--- config.mk ---
export PLATFORM = sky130hd
export DESIGN_NAME = isqrt_seq_ctrl
export DESIGN_NICKNAME = d
export VERILOG_FILES = /design/src/rtl/isqrt_seq_ctrl.sv
export SDC_FILE = /design/constraint.sdc
export NUM_CORES = 1
export LEC_CHECK = 0
export CAP_MARGIN = 15
export CORE_ASPECT_RATIO = 1.5
export CORE_MARGIN = 5
export CORE_UTILIZATION = 53
export DETAILED_ROUTE_END_ITERATION = 7
export PLACE_DENSITY = 0.76
export SYNTH_ARGS = -nofsm -noshare
export SYNTH_HDL_FRONTEND = slang
export SYNTH_SLANG_ARGS = --single-unit
export TNS_END_PERCENT = 1
--- constraint.sdc ---
create_clock -name clk -period 2.5 [get_ports clk]
set_clock_uncertainty 0.15 [all_clocks]
set_input_delay 0.25 -clock clk [delete_from_list [all_inputs] [get_ports clk]]
set_output_delay 0.25 -clock clk [all_outputs]
set_load 0.03 [all_outputs]
--- src/rtl/isqrt_seq_ctrl.sv ---
// ---------------------------------------------------------------------------
// isqrt_seq_ctrl
// Sequential integer square root controller. It accepts an operand on a
// start/ready handshake and computes floor(sqrt(operand)) with the restoring
// digit-by-digit method, producing one root bit per clock. Root, remainder and
// exact flag are held between completions so that the downstream display path
// (binary-to-BCD converter fed with {4'b0, root}) sees a stable value.
//
// Ports
//   clk        in   1          rising-edge clock
//   reset      in   1          synchronous, active-high reset
//   start      in   1          request, sampled only while ready=1
//   operand    in   WIDTH      radicand, captured on the accepting edge
//   ready      out  1          high in IDLE only
//   busy       out  1          high in CALC only
//   done       out  1          one-cycle pulse in DONE; results valid from here
//   root       out  WIDTH/2    floor(sqrt(operand)), held until next completion
//   remainder  out  WIDTH/2+1  operand - root*root, held
//   exact      out  1          remainder == 0, held with root
// ---------------------------------------------------------------------------
module isqrt_seq_ctrl #(
   parameter int WIDTH = 8
) (
   input  logic                 clk,
   input  logic                 reset,
   input  logic                 start,
   input  logic [WIDTH-1:0]     operand,
   output logic                 ready,
   output logic                 busy,
   output logic                 done,
   output logic [WIDTH/2-1:0]   root,
   output logic [WIDTH/2:0]     remainder,
   output logic                 exact
);

   localparam int RW = WIDTH / 2;
   // Iteration counter width; a single-bit counter still works for RW=1.
   localparam int IW = (RW > 1) ? $clog2(RW) : 1;

   typedef enum logic [1:0] {
      S_IDLE = 2'd0,
      S_CALC = 2'd1,
      S_DONE = 2'd2
   } state_t;

   state_t            r_state;
   state_t            w_state_next;

   logic [WIDTH-1:0]  r_shift;     // operand, consumed two MSBs per iteration
   logic [RW+1:0]     r_rem_w;     // partial remainder
   logic [RW-1:0]     r_root_w;    // partial root
   logic [IW-1:0]     r_iter;
   logic [RW-1:0]     r_root;
   logic [RW:0]       r_rem;
   logic              r_exact;

   logic [RW+1:0]     w_rem_t;
   logic [RW+1:0]     w_trial;
   logic              w_ge;
   logic [RW+1:0]     w_rem_next;
   logic [RW-1:0]     w_root_next;
   logic              w_last;

   // One restoring step. Before any step the partial remainder fits in RW
   // bits, so shifting it left by two into an RW+2 bit field loses nothing.
   always_comb begin
      w_rem_t     = (r_rem_w << 2) | {{RW{1'b0}}, r_shift[WIDTH-1 -: 2]};
      w_trial     = {r_root_w, 2'b01};
      w_ge        = (w_rem_t >= w_trial);
      w_rem_next  = w_ge ? (w_rem_t - w_trial) : w_rem_t;
      w_root_next = (r_root_w << 1) | {{(RW-1){1'b0}}, w_ge};
      w_last      = (r_iter == '0);
   end

   // State register
   always_ff @(posedge clk) begin
      if (reset) begin
         r_state <= S_IDLE;
      end else begin
         r_state <= w_state_next;
      end
   end

   // Next-state and handshake outputs
   always_comb begin
      w_state_next = r_state;
      ready        = 1'b0;
      busy         = 1'b0;
      done         = 1'b0;
      case (r_state)
         S_IDLE: begin
            ready = 1'b1;
            if (start) begin
               w_state_next = S_CALC;
            end
         end
         S_CALC: begin
            busy = 1'b1;
            if (w_last) begin
               w_state_next = S_DONE;
            end
         end
         S_DONE: begin
            done         = 1'b1;
            w_state_next = S_IDLE;
         end
         default: begin
            w_state_next = S_IDLE;
         end
      endcase
   end

   // Datapath: work registers and held results
   always_ff @(posedge clk) begin
      if (reset) begin
         r_shift  <= '0;
         r_rem_w  <= '0;
         r_root_w <= '0;
         r_iter   <= '0;
         r_root   <= '0;
         r_rem    <= '0;
         r_exact  <= 1'b0;
      end else begin
         case (r_state)
            S_IDLE: begin
               if (start) begin
                  r_shift  <= operand;
                  r_rem_w  <= '0;
                  r_root_w <= '0;
                  r_iter   <= IW'(RW - 1);
               end
            end
            S_CALC: begin
               r_shift  <= r_shift << 2;
               r_rem_w  <= w_rem_next;
               r_root_w <= w_root_next;
               if (w_last) begin
                  // Results take the value of the final step directly so they
                  // are valid in the same cycle the done pulse appears.
                  r_root  <= w_root_next;
                  r_rem   <= w_rem_next[RW:0];
                  r_exact <= (w_rem_next == '0);
               end else begin
                  r_iter <= r_iter - 1'b1;
               end
            end
            default: begin
            end
         endcase
      end
   end

   assign root      = r_root;
   assign remainder = r_rem;
   assign exact     = r_exact;

endmodule
==> results.yml <==
clock_tree:
  clock-sinks: 30
  path_clk_slew_ns: 0.06
  root_buffer: "clkbuf_8"
  cts_setup_buffers: 0
  clockBufferDepth: 2
  htreeDepth: 2
  cts_resized: 0
  cts_tree: "built"
  cts_hold_buffers: 0
  clk_latency_ns: 0.28
  numCtsBuffers: 5
worst_setup_path:
  startpoint_type: "flip-flop"
  crit_path_cell_trace: "inv_1 > ha_1 > a21o_1 > a31oi_1 > o22ai_2 > mux2i_1 > o21ai_0 > nor2b_1"
  end_kind: "flip-flop"
  cpPeakStageDelay_ns: 0.50
  arrival_ns: 2.27
  critPathKind: "reg -> reg"
  cpMaxStageDelayCell: "o22ai_2"
  cpLargestDelayFamily: "compound AO/OA/AOI/OAI gates"
  required_ns: 2.53
  crit_fanout: 11
  cp_num_cells: 8
  critPathBufInv: 1
  reg2reg_depth: 8
  cp-startpoint: "r_root_w[1]$_SDFFE_PP0P_"
  r2r_start: "r_root_w[1]$_SDFFE_PP0P_"
routing:
  vias: 1437
  drt-pass1-iter-count: 4
  antenna_left: 0
  routed_wirelength_um: 3602
  drc_errors: 0
  first_iter_violations: 54
  post_drt_wl_per_cell_um: 13.70
  routed_via_density: 5.464
sta:
  maxSlewViolCount: 0
  rsz0062_at_grt: "false"
  setup_viol: 0
  slew_headroom_pct: 58.54
  worst_pin_slew_ns: 0.6219
  min_period_over_period_pct: 89.82
  hold_slack_ns: 0.3016
  hold_viol_final: 0
  tns_ns: 0
  fin_crit_ns: 2.245
  max_freq_ghz: 0.4453
global_route:
  grt_pass1_vias: 1400
  grt_pass1_wl_um: 6120
  grt_max_degree: 19
  grt.total_usage_pct: 19.83
  gr-total-overflow: 0
  antenna_found_initial: 0
floorplan:
  die_w_um: 54.05
  die-area_um2: 4112
  die_y_um: 76.08
  fp-row-count: 24
  initial_core_util_pct: 54.08
  design.core.area_um2: 2853
  ios: 24
finish:
  nets: 241
  drive_gt1_share_pct: 8.036
  syn_to_final_growth_pct: 23.28
  finalCoreUtilization_pct: 66.67
  num_antenna_cells: 0
power_and_ir_drop:
  power_density_nw_per_um2: 749.6
  p_leak_uw: 0.0007570
  power_uw: 1426
  ir_worst_vdd_uv: 548.2
outcome:
  outcome: "complete, no violations"
logic_synthesis:
  ys_types: 34
  synth_nets: 216
  yosys.cell_count.top_type: "nor2_1"
  synth_top_area_share_pct: 38.93
  synth_xor_area_share_pct: 1.703
  netlist_area_um2: 1543
  synth-simple-area-share_pct: 24.82
  synth-seq-cells: 30
  synth-main-ff-cell: "dfxtp_1"
  synthCells: 198
  synth_mux_area_share_pct: 2.595
  synth_compound_area_share_pct: 19.71
  yosysSeqAreaShare_pct: 38.93
  synth_edf_count: 0
  synth_fa_ha_area_share_pct: 5.677
  ys_warn_count: 0
  yosysTopAreaCell: "dfxtp_1"
  ys_async_sr_fraction_pct: 0
  synth_top_family_by_area: "simple AND/OR/NAND/NOR gates"
  synth_area_leaders: "dfxtp_1 (39%), nor2_1 (10%), ha_1 (5.7%), a21oi_1 (5.2%), nor2b_1 (4.9%)"
  yosys-top-cells-count: "nor2_1 (42), dfxtp_1 (30), nand2_1 (17)"
  synth.avg_cell_area_um2: 7.792
placed_design:
  hpwl_um: 2807
  port-buffer-count: 23
  place.gp.congestion: 0.9979
run:
  drv_cap: 0
hold_path:
  holdPathStages: 2
  hold_class: "reg -> reg"
  min-delay-start: "root[1]$_SDFFE_PP0P_"
[where the power goes]
group	total (uW)	internal, uW	leakage (uW)	switching [uW]
Combinational	478	203	0.000463	275
Sequential	551	518	0.000245	32.8
Clock	397	222	0.0000482	175
Total	1430	943	0.000757	483
[layout by cell type, fill, tap and decap left out, drive strengths merged, types with 6 or more instances in the layout]
cell type	n
nor2b	12
inv	14
dfxtp	30
clkbuf	7
a211oi	7
nand2	18
nor2	42
ha	7
a22oi	6
clkdlybuf4s50	23
a21oi	16
[worst register-to-register path: stages (launching register included)]
cell     delay [ns]
dfxtp_1        0.39
inv_1          0.06
ha_1           0.34
a21o_1         0.13
a31oi_1        0.05
o22ai_2        0.50
mux2i_1        0.31
o21ai_0        0.09
nor2b_1        0.13
[per-stage QoR]
stage / cell area [um^2] / cells / setup slack, ns
after detailed placement: 1810 / 255 / 0.3015
after global routing: 1902 / 263 / 0.1104
after CTS: 1902 / 263 / 0.2792
after floorplan: 1543 / 198 / 0.5963
final: 1902 / 263 / 0.2546
after global placement: 1810 / 255 / 0.3937
[layout make-up]
cell class              count  area, um^2
fillers                   242       950.9
multi-input cells         144       840.8
flip-flops and latches     30       600.6
repair buffers             28       267.8
clock buffers               7       86.33
inverters                  14       52.55
well taps                  39       48.80
clock inverters             1       5.005
[flip-flops by register name, indices dropped and copies added (netlist names)]
| signal | count |
|---|---|
| r_state | 2 |
| r_iter | 2 |
| exact | 1 |
| root | 4 |
| r_shift | 8 |
| remainder | 5 |
| r_rem_w | 4 |
| r_root_w | 4 |
[routing by layer]
metal | wire [um] | vias to the layer above | track usage, %
met2 | 1961 | 47 | 35.32
met4 | 108 | 0 | 9.726
met3 | 145 | 15 | 5.675
met1 | 1386 | 652 | 19.63
met5 | 0 | - | 0
li1 | - | 723 | -
[final timing paths]
kind / slack (ns) / to
max: 0.25 / r_rem_w[3]$_SDFFE_PP0P_
min: 0.30 / root[1]$_SDFFE_PP0P_
min reg2reg: 0.30 / root[1]$_SDFFE_PP0P_
max reg2reg: 0.25 / r_rem_w[3]$_SDFFE_PP0P_
[cells by family after synthesis]
family          after synthesis
compound gates               46
xor+xnor                      3
fa+ha+maj                     7
buf+inv                      24
flops                        30
mux                           4
simple gates                 84
(Power assumes the default switching activity.)
